`src/rtl/ofdm_pkg.sv`:
```
// ofdm_pkg: shared FSM state type and default widths for the preamble generator
package ofdm_pkg;
  typedef enum logic [1:0] {IDLE, RUN, DRAIN} state_e;
  localparam int DATA_W_DEF = 16;
  localparam int ADDR_W_DEF = 8;
endpackage

```
`src/rtl/ofdm_skid_fifo.sv`:
```
// ofdm_skid_fifo: 2-entry output buffer; data reads as zero while empty
module ofdm_skid_fifo #(
  parameter int W = 8
) (
  input  logic         clk,
  input  logic         rst,
  input  logic         wr_i,
  input  logic [W-1:0] din_i,
  input  logic         rd_i,
  output logic [W-1:0] dout_o,
  output logic         valid_o,
  output logic [1:0]   count_o
);
  logic [W-1:0] mem_q [2];
  logic         wp_q, rp_q;
  logic [1:0]   cnt_q;
  logic         pop;
  assign pop     = rd_i && cnt_q != 2'd0;
  assign valid_o = cnt_q != 2'd0;
  assign dout_o  = valid_o ? mem_q[rp_q] : '0;
  assign count_o = cnt_q;
  always_ff @(posedge clk) begin
    if (wr_i) mem_q[wp_q] <= din_i;
  end
  always_ff @(posedge clk) begin
    if (rst) begin
      wp_q  <= 1'b0;
      rp_q  <= 1'b0;
      cnt_q <= 2'd0;
    end else begin
      wp_q  <= wp_q ^ wr_i;
      rp_q  <= rp_q ^ pop;
      cnt_q <= cnt_q + 2'(wr_i) - 2'(pop);
    end
  end
endmodule

```
`src/rtl/ofdm_preamble_gen.sv`:
```
// ofdm_preamble_gen: streams len_eff table samples reps_eff times from an external registered ROM
module ofdm_preamble_gen import ofdm_pkg::*; #(
  parameter int DATA_W = DATA_W_DEF,
  parameter int ADDR_W = ADDR_W_DEF
) (
  input  logic              clk,
  input  logic              rst,
  input  logic              start,
  input  logic [ADDR_W-1:0] len,
  input  logic [3:0]        reps,
  output logic              busy,
  output logic              done,
  output logic [ADDR_W-1:0] rom_addr,
  input  logic [DATA_W-1:0] rom_i,
  input  logic [DATA_W-1:0] rom_q,
  output logic              m_valid,
  input  logic              m_ready,
  output logic [DATA_W-1:0] m_i,
  output logic [DATA_W-1:0] m_q,
  output logic              m_first,
  output logic              m_last
);
  state_e            state_q, state_d;
  logic [ADDR_W-1:0] addr_q, addr_d;
  logic [ADDR_W:0]   len_q, len_d;
  logic [3:0]        pass_q, pass_d, rmax_q, rmax_d;
  logic              pend_q, pf_q, pl_q, done_q;
  logic [1:0]        cnt;
  logic              pop, issue, wrap, is_first, is_last, fin;
  assign pop      = m_valid && m_ready;
  assign wrap     = ({1'b0, addr_q} + (ADDR_W+1)'(1)) == len_q;
  assign is_first = addr_q == '0 && pass_q == '0;
  assign is_last  = wrap && pass_q == rmax_q;
  // counting this cycle's pop as a free slot keeps the stream bubble-free at full rate
  assign issue    = state_q == RUN && (cnt + 2'(pend_q) - 2'(pop)) < 2'd2;
  assign fin      = state_q == DRAIN && pop && m_last;
  assign busy     = state_q != IDLE;
  assign done     = done_q;
  assign rom_addr = addr_q;
  always_comb begin
    state_d = state_q;
    addr_d  = addr_q;
    len_d   = len_q;
    pass_d  = pass_q;
    rmax_d  = rmax_q;
    if (state_q == IDLE && start) begin
      state_d = RUN;
      addr_d  = '0;
      pass_d  = '0;
      len_d   = {~|len, len};
      rmax_d  = reps == 4'd0 ? 4'd0 : reps - 4'd1;
    end
    if (issue) begin
      addr_d  = wrap ? '0 : addr_q + ADDR_W'(1);
      pass_d  = pass_q + 4'(wrap);
      state_d = is_last ? DRAIN : RUN;
    end
    if (fin) state_d = IDLE;
  end
  always_ff @(posedge clk) begin
    if (rst) begin
      state_q <= IDLE;
      addr_q  <= '0;
      len_q   <= '0;
      pass_q  <= '0;
      rmax_q  <= '0;
      pend_q  <= 1'b0;
      pf_q    <= 1'b0;
      pl_q    <= 1'b0;
      done_q  <= 1'b0;
    end else begin
      state_q <= state_d;
      addr_q  <= addr_d;
      len_q   <= len_d;
      pass_q  <= pass_d;
      rmax_q  <= rmax_d;
      pend_q  <= issue;
      pf_q    <= issue && is_first;
      pl_q    <= issue && is_last;
      done_q  <= fin;
    end
  end
  ofdm_skid_fifo #(.W(2*DATA_W+2)) u_fifo (
    .clk     (clk),
    .rst     (rst),
    .wr_i    (pend_q),
    .din_i   ({rom_i, rom_q, pf_q, pl_q}),
    .rd_i    (m_ready),
    .dout_o  ({m_i, m_q, m_first, m_last}),
    .valid_o (m_valid),
    .count_o (cnt)
  );
endmodule

```
`config.mk`:
```
export PLATFORM = sky130hd
export DESIGN_NAME = ofdm_preamble_gen
export DESIGN_NICKNAME = d
export VERILOG_FILES = /design/src/rtl/ofdm_pkg.sv /design/src/rtl/ofdm_skid_fifo.sv /design/src/rtl/ofdm_preamble_gen.sv
export SDC_FILE = /design/constraint.sdc
export NUM_CORES = 1
export LEC_CHECK = 0
export BUFFER_PORTS_ARGS = -buffer_cell sky130_fd_sc_hd__buf_2
export CAP_MARGIN = 40
export CORE_MARGIN = 4
export CORE_UTILIZATION = 25
export DETAILED_ROUTE_END_ITERATION = 16
export PLACE_DENSITY_LB_ADDON = 0.05
export SKIP_LAST_GASP = 1
export SLEW_MARGIN = 40
export SYNTH_ARGS = -nofsm -noshare
export SYNTH_HDL_FRONTEND = slang
export SYNTH_SLANG_ARGS = --single-unit
```
`constraint.sdc`:
```
create_clock -name clk -period 2.6 [get_ports clk]
set_input_delay 0.39 -clock clk [delete_from_list [all_inputs] [get_ports clk]]
set_output_delay 0.39 -clock clk [all_outputs]
set_load 0.01 [all_outputs]
```
* Word-level counts from Yosys, hierarchy flattened
Memories as Yosys holds them, arrays and structs flattened. A register that Yosys moved wholly into a read port is not among the register bits.
Index checks and enable logic that the tools add are counted.
** Storage, ports and cells
- Register bits after elaboration :: 35
- Memory bits (writable) :: 68
- Input port bits :: 48
- Output and inout bits :: 45
- Logic and storage cells :: 58
- Memories kept :: 1
** Memories
- u_fifo.mem_q :: depth 2, width 34, rd ports 1, clocked after memory_dff 1, write ports 1, line ofdm_skid_fifo.sv:14 : logic [W-1:0] mem_q [2];
** Operators by class
- Add/subtract/negate cells :: 6
- Order comparisons :: 1
- Equal/unequal tests :: 4
- Multiplexer cells :: 13
- Bitwise gates (word level) :: 2
- Reduce and logical (&&, ||, !) cells :: 19
** Operator list (count)
- $mux W34 :: 1
- $mux W8 :: 3
- $mux W4 :: 3
- $add A8 B1 Y9 const B :: 1
- $eq A9 B9 Y1 :: 1
- $logic_and A1 B1 Y1 :: 9
- $add A8 B1 Y8 const B :: 1
- $logic_not A4 Y1 :: 2
- $logic_not A8 Y1 :: 1
- $reduce_or A8 Y1 :: 1
- $mux W2 :: 3
- $reduce_bool A2 Y1 :: 3
- $add A4 B1 Y4 :: 1
- $eq A4 B4 Y1 :: 1
- $sub A4 B1 Y4 const B :: 1
- $mux W1 :: 3
- $add A2 B1 Y2 :: 1
- $eq A2 B1 Y1 const B :: 1
- $eq A2 B2 Y1 const B :: 1
- $logic_not A2 Y1 :: 1
- $lt A2 B2 Y1 const B :: 1
- $reduce_or A2 Y1 :: 1
- $sub A2 B1 Y2 :: 1
- $xor A1 B1 Y1 :: 2
- $logic_not A1 Y1 :: 1

* Logic depth before layout (Yosys ltp)
Gate-level depths: netlist of the first run.
- Depth after elaboration :: 6
- Mapped depth :: 15
- Depth with buffers taken out :: 13

* By module
A second synthesis of the first run with hierarchy kept.
** Unflattened totals
- Cell total of the unflattened synthesis :: 378
- Area, all modules :: 4573.1 µm²
** By module, submodules not included
- ofdm_skid_fifo :: instances 1, cells an instance 164, area each 2805.2 µm², seq. area each 2122.0 µm²
- ofdm_preamble_gen :: instances 1, cells an instance 214, area each 1767.9 µm², seq. area each 620.6 µm²

* Least setup slack after synthesis of the first run
No wires, ideal clock.
- Path type :: register -> register
- Start point :: register u_fifo.cnt_q[1] (netlist: u_fifo.count_o[1])
- End point :: register addr_q[0] (netlist: rom_addr[0])
- Setup time :: 123 ps
- Data arrival time :: 2697 ps
- Data required time :: 2477 ps
- Setup slack :: -220 ps
- Stages on the path, launching flop included :: 16
- Buffers on the path :: 2
- Period minus slack after synthesis :: 2820 ps
- Cells stage by stage :: dfxtp_1 -> nor2_1 -> inv_1 -> nand2_1 -> inv_1 -> ha_1 -> inv_1 -> ha_1 -> xor2_1 -> xnor2_1 -> and3_1 -> clkbuf_1 -> nand2b_1 -> clkbuf_1 -> nor2_2 -> mux2_1
** On the way
- Cells in the longest elaborated chain, start to end :: 6
- Elaborated cells on any way between the ends :: 8
- Those cells by class :: add/sub: 2; order compare: 1; mux: 1; reduce/logical: 4
** Ends and longest elaborated chain
- start: declaration :: line ofdm_skid_fifo.sv:16 : logic [1:0] cnt_q;
- start signal: assignment :: line ofdm_skid_fifo.sv:33 : cnt_q <= cnt_q + 2'(wr_i) - 2'(pop);
- $reduce_bool A2 Y1 * :: line ofdm_skid_fifo.sv:19 : assign valid_o = cnt_q != 2'd0;
- named net m_valid :: line ofdm_preamble_gen.sv:16 : output logic m_valid,
- $logic_and A1 B1 Y1 * :: line ofdm_preamble_gen.sv:30 : assign pop = m_valid && m_ready;
- $sub A2 B1 Y2 * :: line ofdm_preamble_gen.sv:35 : assign issue = state_q == RUN && (cnt + 2'(pend_q) - 2'(pop)) < 2'd2;
- $lt A2 B2 Y1 * :: line ofdm_preamble_gen.sv:35
- $logic_and A1 B1 Y1 * :: line ofdm_preamble_gen.sv:35
- $mux W8 or $reduce_bool A2 Y1 (tied branches)
- end signal: assignment :: line ofdm_preamble_gen.sv:73 : addr_q <= addr_d;
- end: declaration :: line ofdm_preamble_gen.sv:24 : logic [ADDR_W-1:0] addr_q, addr_d;
Mark *: on every way through the listed nets, which the timed path passes. The rest lies on a longest branch.
A chain may end at the register's enable or synchronous reset.

* Final worst setup path of the first run
- Start point :: register u_fifo.cnt_q[1] (netlist: u_fifo.count_o[1])
- End point :: register pass_q[3]
** On the way
- Cells in the longest elaborated chain, start to end :: 6
- Elaborated cells on any way between the ends :: 8
- Those cells by class :: add/sub: 2; order compare: 1; mux: 1; reduce/logical: 4
** Ends and longest elaborated chain
- parallel branches: the longest is 2 deep, another holds $add A2 B1 Y2
- $sub A2 B1 Y2 * :: line ofdm_preamble_gen.sv:35
- $lt A2 B2 Y1 * :: line ofdm_preamble_gen.sv:35
- $logic_and A1 B1 Y1 * :: line ofdm_preamble_gen.sv:35
- $mux W4 or $reduce_bool A2 Y1 (tied branches)
- end signal: assignment :: line ofdm_preamble_gen.sv:75 : pass_q <= pass_d;
- end: declaration :: line ofdm_preamble_gen.sv:26 : logic [3:0] pass_q, pass_d, rmax_q, rmax_d;
Every way passes the cells marked *.

==> reports/qor.yml, run 1 <==
cp-start-kind: "flip-flop"
grt_first_pass_wirelength_um: 16700
wire_per_inst_um: 14.9
placedCellCount: 675
cts_hold_buf: 0
htree_levels: 3
yosysSeqAreaShare_pct: 62.5
place_area_um2: 5180
yosysTopAreaCell: "edfxtp_1"
syn_inst: 361
cts-buffers-inserted: 9
fmax_mhz: 422
cpMostUsedCell: "inv_1"
power_leakage_nw: 2.16
place_congestion: 0.689
synth_most_common_cell: "edfxtp_1"
hold_viol: 0
setup_violations: 0
worstMarginPinSlew_ns: 0.576
crit_buf_inv: 4
nNetsFinal: 520
overflow: 0
wl_um: 10400
grt_max_degree: 35
start_util_pct: 25.5
fin_setup_tns_ns: 0
synth_top_area_share_pct: 46.5
pin_count: 93
maxSlewHeadroom_pct: 61.5
fin_util_pct: 32.0
peakVddDrop_mv: 0.299
antenna_found_initial: 0
die_h_um: 141
hp-class: "in -> reg"
drv_cap: 0
rsz0062_at_grt: "no"
ys_ff_latch: 103
crit_chain: "nor2_4, inv_1, nand2_2, inv_1, ha_1, inv_1, ha_1, xor2_1, xnor2_1, and3_4, buf_6, nand4_1, mux2_4, nor2_2"
num_vias: 3005
die_w_um: 141
num_rows: 48
clk_pin_slew_ns: 0.07
cts_buffer_depth: 2
core_area_um2: 17200
slew_violations: 0
cp.arrival_ns: 2.65
port_buffers: 92
track_usage_pct: 10.7
yosys-top-cells-count: "68 x edfxtp_1, 46 x nor2_1, 35 x dfxtp_1, 35 x mux2i_1, 31 x nand2_1"
area_growth_syn_to_layout_pct: 25.6
syn_avg_cell_area_um2: 12.2
power_per_cell_area_nw_per_um2: 826
insertion_delay_ns: 0.34
ys.flop_type: "edfxtp_1"
syn_area_um2: 4390
ys_types: 46
clock-root-buffer: "clkbuf_16"
cp_max_fo: 3
fin_crit_sh_pct: 91.1
drc: 0
yosys-top-cells-area: "edfxtp_1 47%, dfxtp_1 16%, mux2i_1 8.0%"
nFillCells: 1770
diodes: 0
grt_pass1_vias: 3107
fin_cells: 694
cp_slowest_cell: "dfxtp_2"
clkSinkCount: 103
hpwl_um: 7370
final_antenna_net_count: 0
worstSetupPathType: "reg -> reg"
timing.final.crit_period_ns: 2.37
yosysWarningCount: 0
cpLargestDelayFamily: "simple AND/OR/NAND/NOR gates"
skew_ns: 0.00661
cts_tree: "built"
viasPerCell: 4.33
layout-drive-gt1-share_pct: 31.1
status: "completed"
synth_edf_count: 68
synth_nets: 417
fin_area_um2: 5520
synthArstFlopShare_pct: 0
endpoint_kind: "flip-flop"
critPathRequiredTime_ns: 2.88
slowest_delay_ns: 0.34
fp.dieArea_um2: 19700
detail_route.first_pass.iterations: 4
drt_iter0_drc: 127
-- worst paths after layout --
kind,from,to,slack [ns],cells past startpoint
worst max-delay path,u_fifo.count_o[1],pass_q[3],0.23,14
worst min-delay path,rom_i[3],u_fifo.mem_q[0][21],0.24,1
worst max register to register,u_fifo.count_o[1],pass_q[3],0.23,14
worst min register to register,pf_q,u_fifo.mem_q[0][1],0.42,0
-- cells by family after synthesis --
family,share of synthesized area [%]
buf+inv,3.42
simple gates,13.6
mux,8.49
flops,62.5
xor+xnor,3.33
compound gates,6.44
fa+ha+maj,2.28
-- worst reg2reg max path, stage by stage, from the launching register on --
cell     delay, ns
dfxtp_2       0.34
nor2_4        0.10
inv_1         0.06
nand2_2       0.07
inv_1         0.06
ha_1          0.27
inv_1         0.04
ha_1          0.17
xor2_1        0.15
xnor2_1       0.21
and3_4        0.24
buf_6         0.10
nand4_1       0.11
mux2_4        0.32
nor2_2        0.07
-- power breakdown --
group          total [W]  internal [W]  switching (W)  leakage, nW
combinational    0.00131      0.000548       0.000757         1.13
sequential       0.00196       0.00188      0.0000776        0.906
clock            0.00129      0.000683       0.000606        0.129
total            0.00456       0.00312        0.00144         2.16
-- through the flow --
stage	total power [W]	hold slack [ns]	setup slack, ns
floorplan	0.00274	0.404	0.000770
global placement	0.00330	0.408	0.142
detailed placement	0.00331	0.413	0.0794
CTS	0.00462	0.214	0.0343
global route	0.00486	0.214	0.00555
finish	0.00456	0.236	0.231
-- cell usage in the layout, fill, tap and decap left out, types with 7 or more instances in the layout --
cell type,n
clkbuf_16,9
nor2_1,44
inv_1,11
edfxtp_1,68
a21oi_1,15
nand3_1,10
dfxtp_1,32
xor2_1,10
buf_4,18
buf_2,92
mux2i_1,35
nand2_1,30
nor4_1,7
-- metal layers --
metal / vias to the layer above / routed length (um) / GRT usage [%]
li1: 1508 / - / -
met1: 1429 / 4630 / 13.1
met2: 58 / 5100 / 18.3
met3: 10 / 501 / 2.63
met4: 0 / 143 / 3.98
met5: - / 0 / 0
-- state kept, by name, indices dropped and copies added, names as in the netlist --
register        flops
pass_q              4
u_fifo.rp_q         1
pf_q                1
pend_q              1
done                1
state_q             2
u_fifo.count_o      2
rom_addr            8
u_fifo.mem_q       68
rmax_q              4
pl_q                1
u_fifo.wp_q         1
len_q               9
-- timing repair --
action                     4_1_cts  5_1_grt
gates resized for setup          0       10
setup endpoints to repair        0        9
setup buffers                    0        3
hold endpoints to repair         0        0
-- final cells by class --
type	instances	area (um^2)	share of cell area, %
sequential	103	2750	49.8
multi-input combinational	227	1540	27.9
timing repair buffer	112	627	11.4
tap	225	282	5.10
clock buffer	11	243	4.40
inverter	11	41.3	0.748
clock inverter	5	40.0	0.726
Power figures use the tool's default switching activity.
==> run 2: changes to the inputs <==
--- a/config.mk
+++ b/config.mk
@@ -5,6 +5,7 @@
 export SDC_FILE = /design/constraint.sdc
 export NUM_CORES = 1
 export LEC_CHECK = 0
+export ABC_AREA = 1
 export BUFFER_PORTS_ARGS = -buffer_cell sky130_fd_sc_hd__buf_2
 export CAP_MARGIN = 40
 export CORE_MARGIN = 4
==> run 2 against run 1 <==
Synthesized cell count rose by 26%. Die area grew 1.2%. Sequential share of layout area increased by 0.11 points. Worst setup slack gained 0.052 ns. Flip-flop and latch count unchanged. Via count increased by 13%. Critical path type unchanged. Largest cell class unchanged. Global-route usage increased by 0.96 points. Highest routed layer unchanged. Final area decreased by 0.36%. Critical endpoint is now rom_addr[4].
==> reports/qor.yml, run 2 <==
cts_buffer_depth: 2
cts_tree: "built"
final_antenna_net_count: 0
synth_nets: 511
synth_most_common_cell: "nand2_1"
drc: 0
insertion_delay_ns: 0.35
yosysWarningCount: 0
endpoint_kind: "flip-flop"
pin_count: 93
port_buffers: 92
fmax_mhz: 431
mostFrequentLayoutCells: "128 x nand2_1, 92 x buf_2, 68 x edfxtp_1"
hold_path_depth: 1
maxSlewHeadroom_pct: 64.2
fin_area_um2: 5500
worstSetupPathType: "reg -> reg"
hpwl_um: 7640
nNetsFinal: 606
cp_max_fo: 7
min-delay-start: "rom_i[13]"
track_usage_pct: 11.7
diodes: 0
area_growth_syn_to_layout_pct: 23.6
grt_first_pass_wirelength_um: 18000
wire_per_inst_um: 14.6
hold_viol: 0
viasPerCell: 4.35
skew_ns: 0.00718
synthArstFlopShare_pct: 0
ys_ff_latch: 103
start_util_pct: 25.6
reg2reg_slack_ns: 0.28
synth_edf_count: 68
nFillCells: 1822
rsz0062_at_grt: "no"
clk_pin_slew_ns: 0.08
setup_violations: 0
grt_pass1_vias: 3421
antenna_found_initial: 0
num_rows: 48
syn_area_um2: 4450
ys_types: 33
cts-buffers-inserted: 9
yosys-top-cells-count: "128 x nand2_1, 68 x edfxtp_1, 57 x a21oi_1"
place_congestion: 0.740
clkSinkCount: 103
htree_levels: 3
syn_inst: 455
reg2reg_depth: 14
critPathRequiredTime_ns: 2.87
status: "completed"
drt_iter0_drc: 206
worstMarginPinSlew_ns: 0.533
power_per_cell_area_nw_per_um2: 821
yosys-top-cells-area: "edfxtp_1 46%, dfxtp_1 16%, nand2_1 11%"
ff_latch_area_um2: 2740
core_area_um2: 17400
synth_top_area_share_pct: 45.9
drv_cap: 0
power_leakage_nw: 2.26
cp-start-kind: "flip-flop"
ys.flop_type: "edfxtp_1"
yosysSeqAreaShare_pct: 61.7
overflow: 0
largest_register_ffs: 68
fin_util_pct: 31.7
die_h_um: 141
multiInputGateArea_um2: 1470
yosysTopAreaCell: "edfxtp_1"
reg2reg_from: "u_fifo.count_o[1]"
place_area_um2: 5190
hold_end: "u_fifo.mem_q[1][31]"
timing.final.crit_period_ns: 2.32
regToRegEndpoint: "rom_addr[4]"
num_vias: 3395
hp-class: "in -> reg"
slew_violations: 0
wl_um: 11400
peakVddDrop_mv: 0.349
detail_route.first_pass.iterations: 4
grt_max_degree: 35
top_register: "u_fifo.mem_q"
clock-root-buffer: "clkbuf_16"
fin_crit_sh_pct: 89.1
power_w: 0.00451
die_w_um: 141
layout-drive-gt1-share_pct: 25.2
syn_avg_cell_area_um2: 9.77
fin_setup_tns_ns: 0
cp.arrival_ns: 2.59
fp.dieArea_um2: 20000
final_common_cell: "nand2_1"
-- run 2: cell types whose count changed after synthesis, moves of 5 or more --
cell | before | now
xor2_1 | 10 | 1
nand2_1 | 31 | 128
mux2i_1 | 35 | 0
nand4_1 | 4 | 9
o21ai_0 | 5 | 14
inv_1 | 11 | 39
nor2_4 | 0 | 5
a21oi_1 | 15 | 57
nor2_1 | 46 | 26
nor3_1 | 6 | 1
-- run 2: logic make-up after synthesis --
group           Yosys count  share of synthesized area [%]
simple gates            198                           20.0
xor+xnor                  6                           1.18
fa+ha+maj                 8                           2.25
flops                   103                           61.7
buf+inv                  61                           5.68
compound gates           79                           9.17
-- run 2: power by group --
group / switching (W) / internal [W] / leakage, nW / total [W]
sequential: 0.0000489 / 0.00186 / 0.902 / 0.00191
clock: 0.000668 / 0.000679 / 0.146 / 0.00135
combinational: 0.000830 / 0.000425 / 1.21 / 0.00125
total: 0.00155 / 0.00297 / 2.26 / 0.00451
-- run 2: how the worst max path moves through the flow --
| stage | from | endpoint | slack [ns] | cells after the start |
|---|---|---|---|---|
| 6_report | u_fifo.count_o[1] | rom_addr[4] | 0.28 | 14 |
| 5_1_grt | u_fifo.count_o[1] | rom_addr[4] | 0.008 | 14 |
| 4_1_cts | u_fifo.count_o[1] | rom_addr[0] | 0.19 | 14 |
| 3_5_place_dp | m_ready | rom_addr[0] | 0.22 | 13 |
| 3_3_place_gp | m_ready | rom_addr[4] | 0.24 | 13 |
| 2_1_floorplan | u_fifo.count_o[1] | state_q[0] | 0.34 | 15 |
-- run 2: worst max-delay path, cell delays in order, from the launching register on --
cell and delay [ns]:
dfxtp_1 0.34, nor2_4 0.11, inv_1 0.05, nand2_1 0.09, inv_1 0.08, ha_1 0.28
inv_1 0.04, ha_1 0.18, xnor2_1 0.17, xor2_1 0.24, nand3_2 0.14, buf_4 0.19
a21oi_1 0.12, nand2_1 0.07, a21oi_1 0.14
-- run 2: layout make-up --
type	instances	area share (%)
Tap cell	225	5.12
Multi-Input combinational cell	291	26.7
Clock inverter	7	1.30
Clock buffer	9	4.10
Timing Repair Buffer	102	9.97
Inverter	43	2.94
Sequential cell	103	49.9
-- run 2: per-layer routing --
metal / GRT usage, % / vias to the layer above / part of all wire [%] / wire [um]
li1: - / 1715 / - / -
met1: 14.8 / 1596 / 47 / 5320
met2: 19.6 / 72 / 47 / 5400
met3: 2.29 / 12 / 4.2 / 477
met4: 4.70 / 0 / 1.7 / 199
met5: 0 / - / 0 / 0
-- run 2: what timing repair did --
item                       in CTS  in global routing
buffers inserted                0                  0
gates resized for setup         0                  2
setup endpoints to repair       0                  4
hold buffers                    0                  0
-- run 2: metrics by stage --
stage	std cells	hold WS (ns)	setup slack, ns
2_1_floorplan	455	0.404	0.338
3_3_place_gp	764	0.409	0.240
3_5_place_dp	764	0.414	0.219
4_1_cts	780	0.203	0.192
5_1_grt	780	0.204	0.00837
6_report	780	0.223	0.282
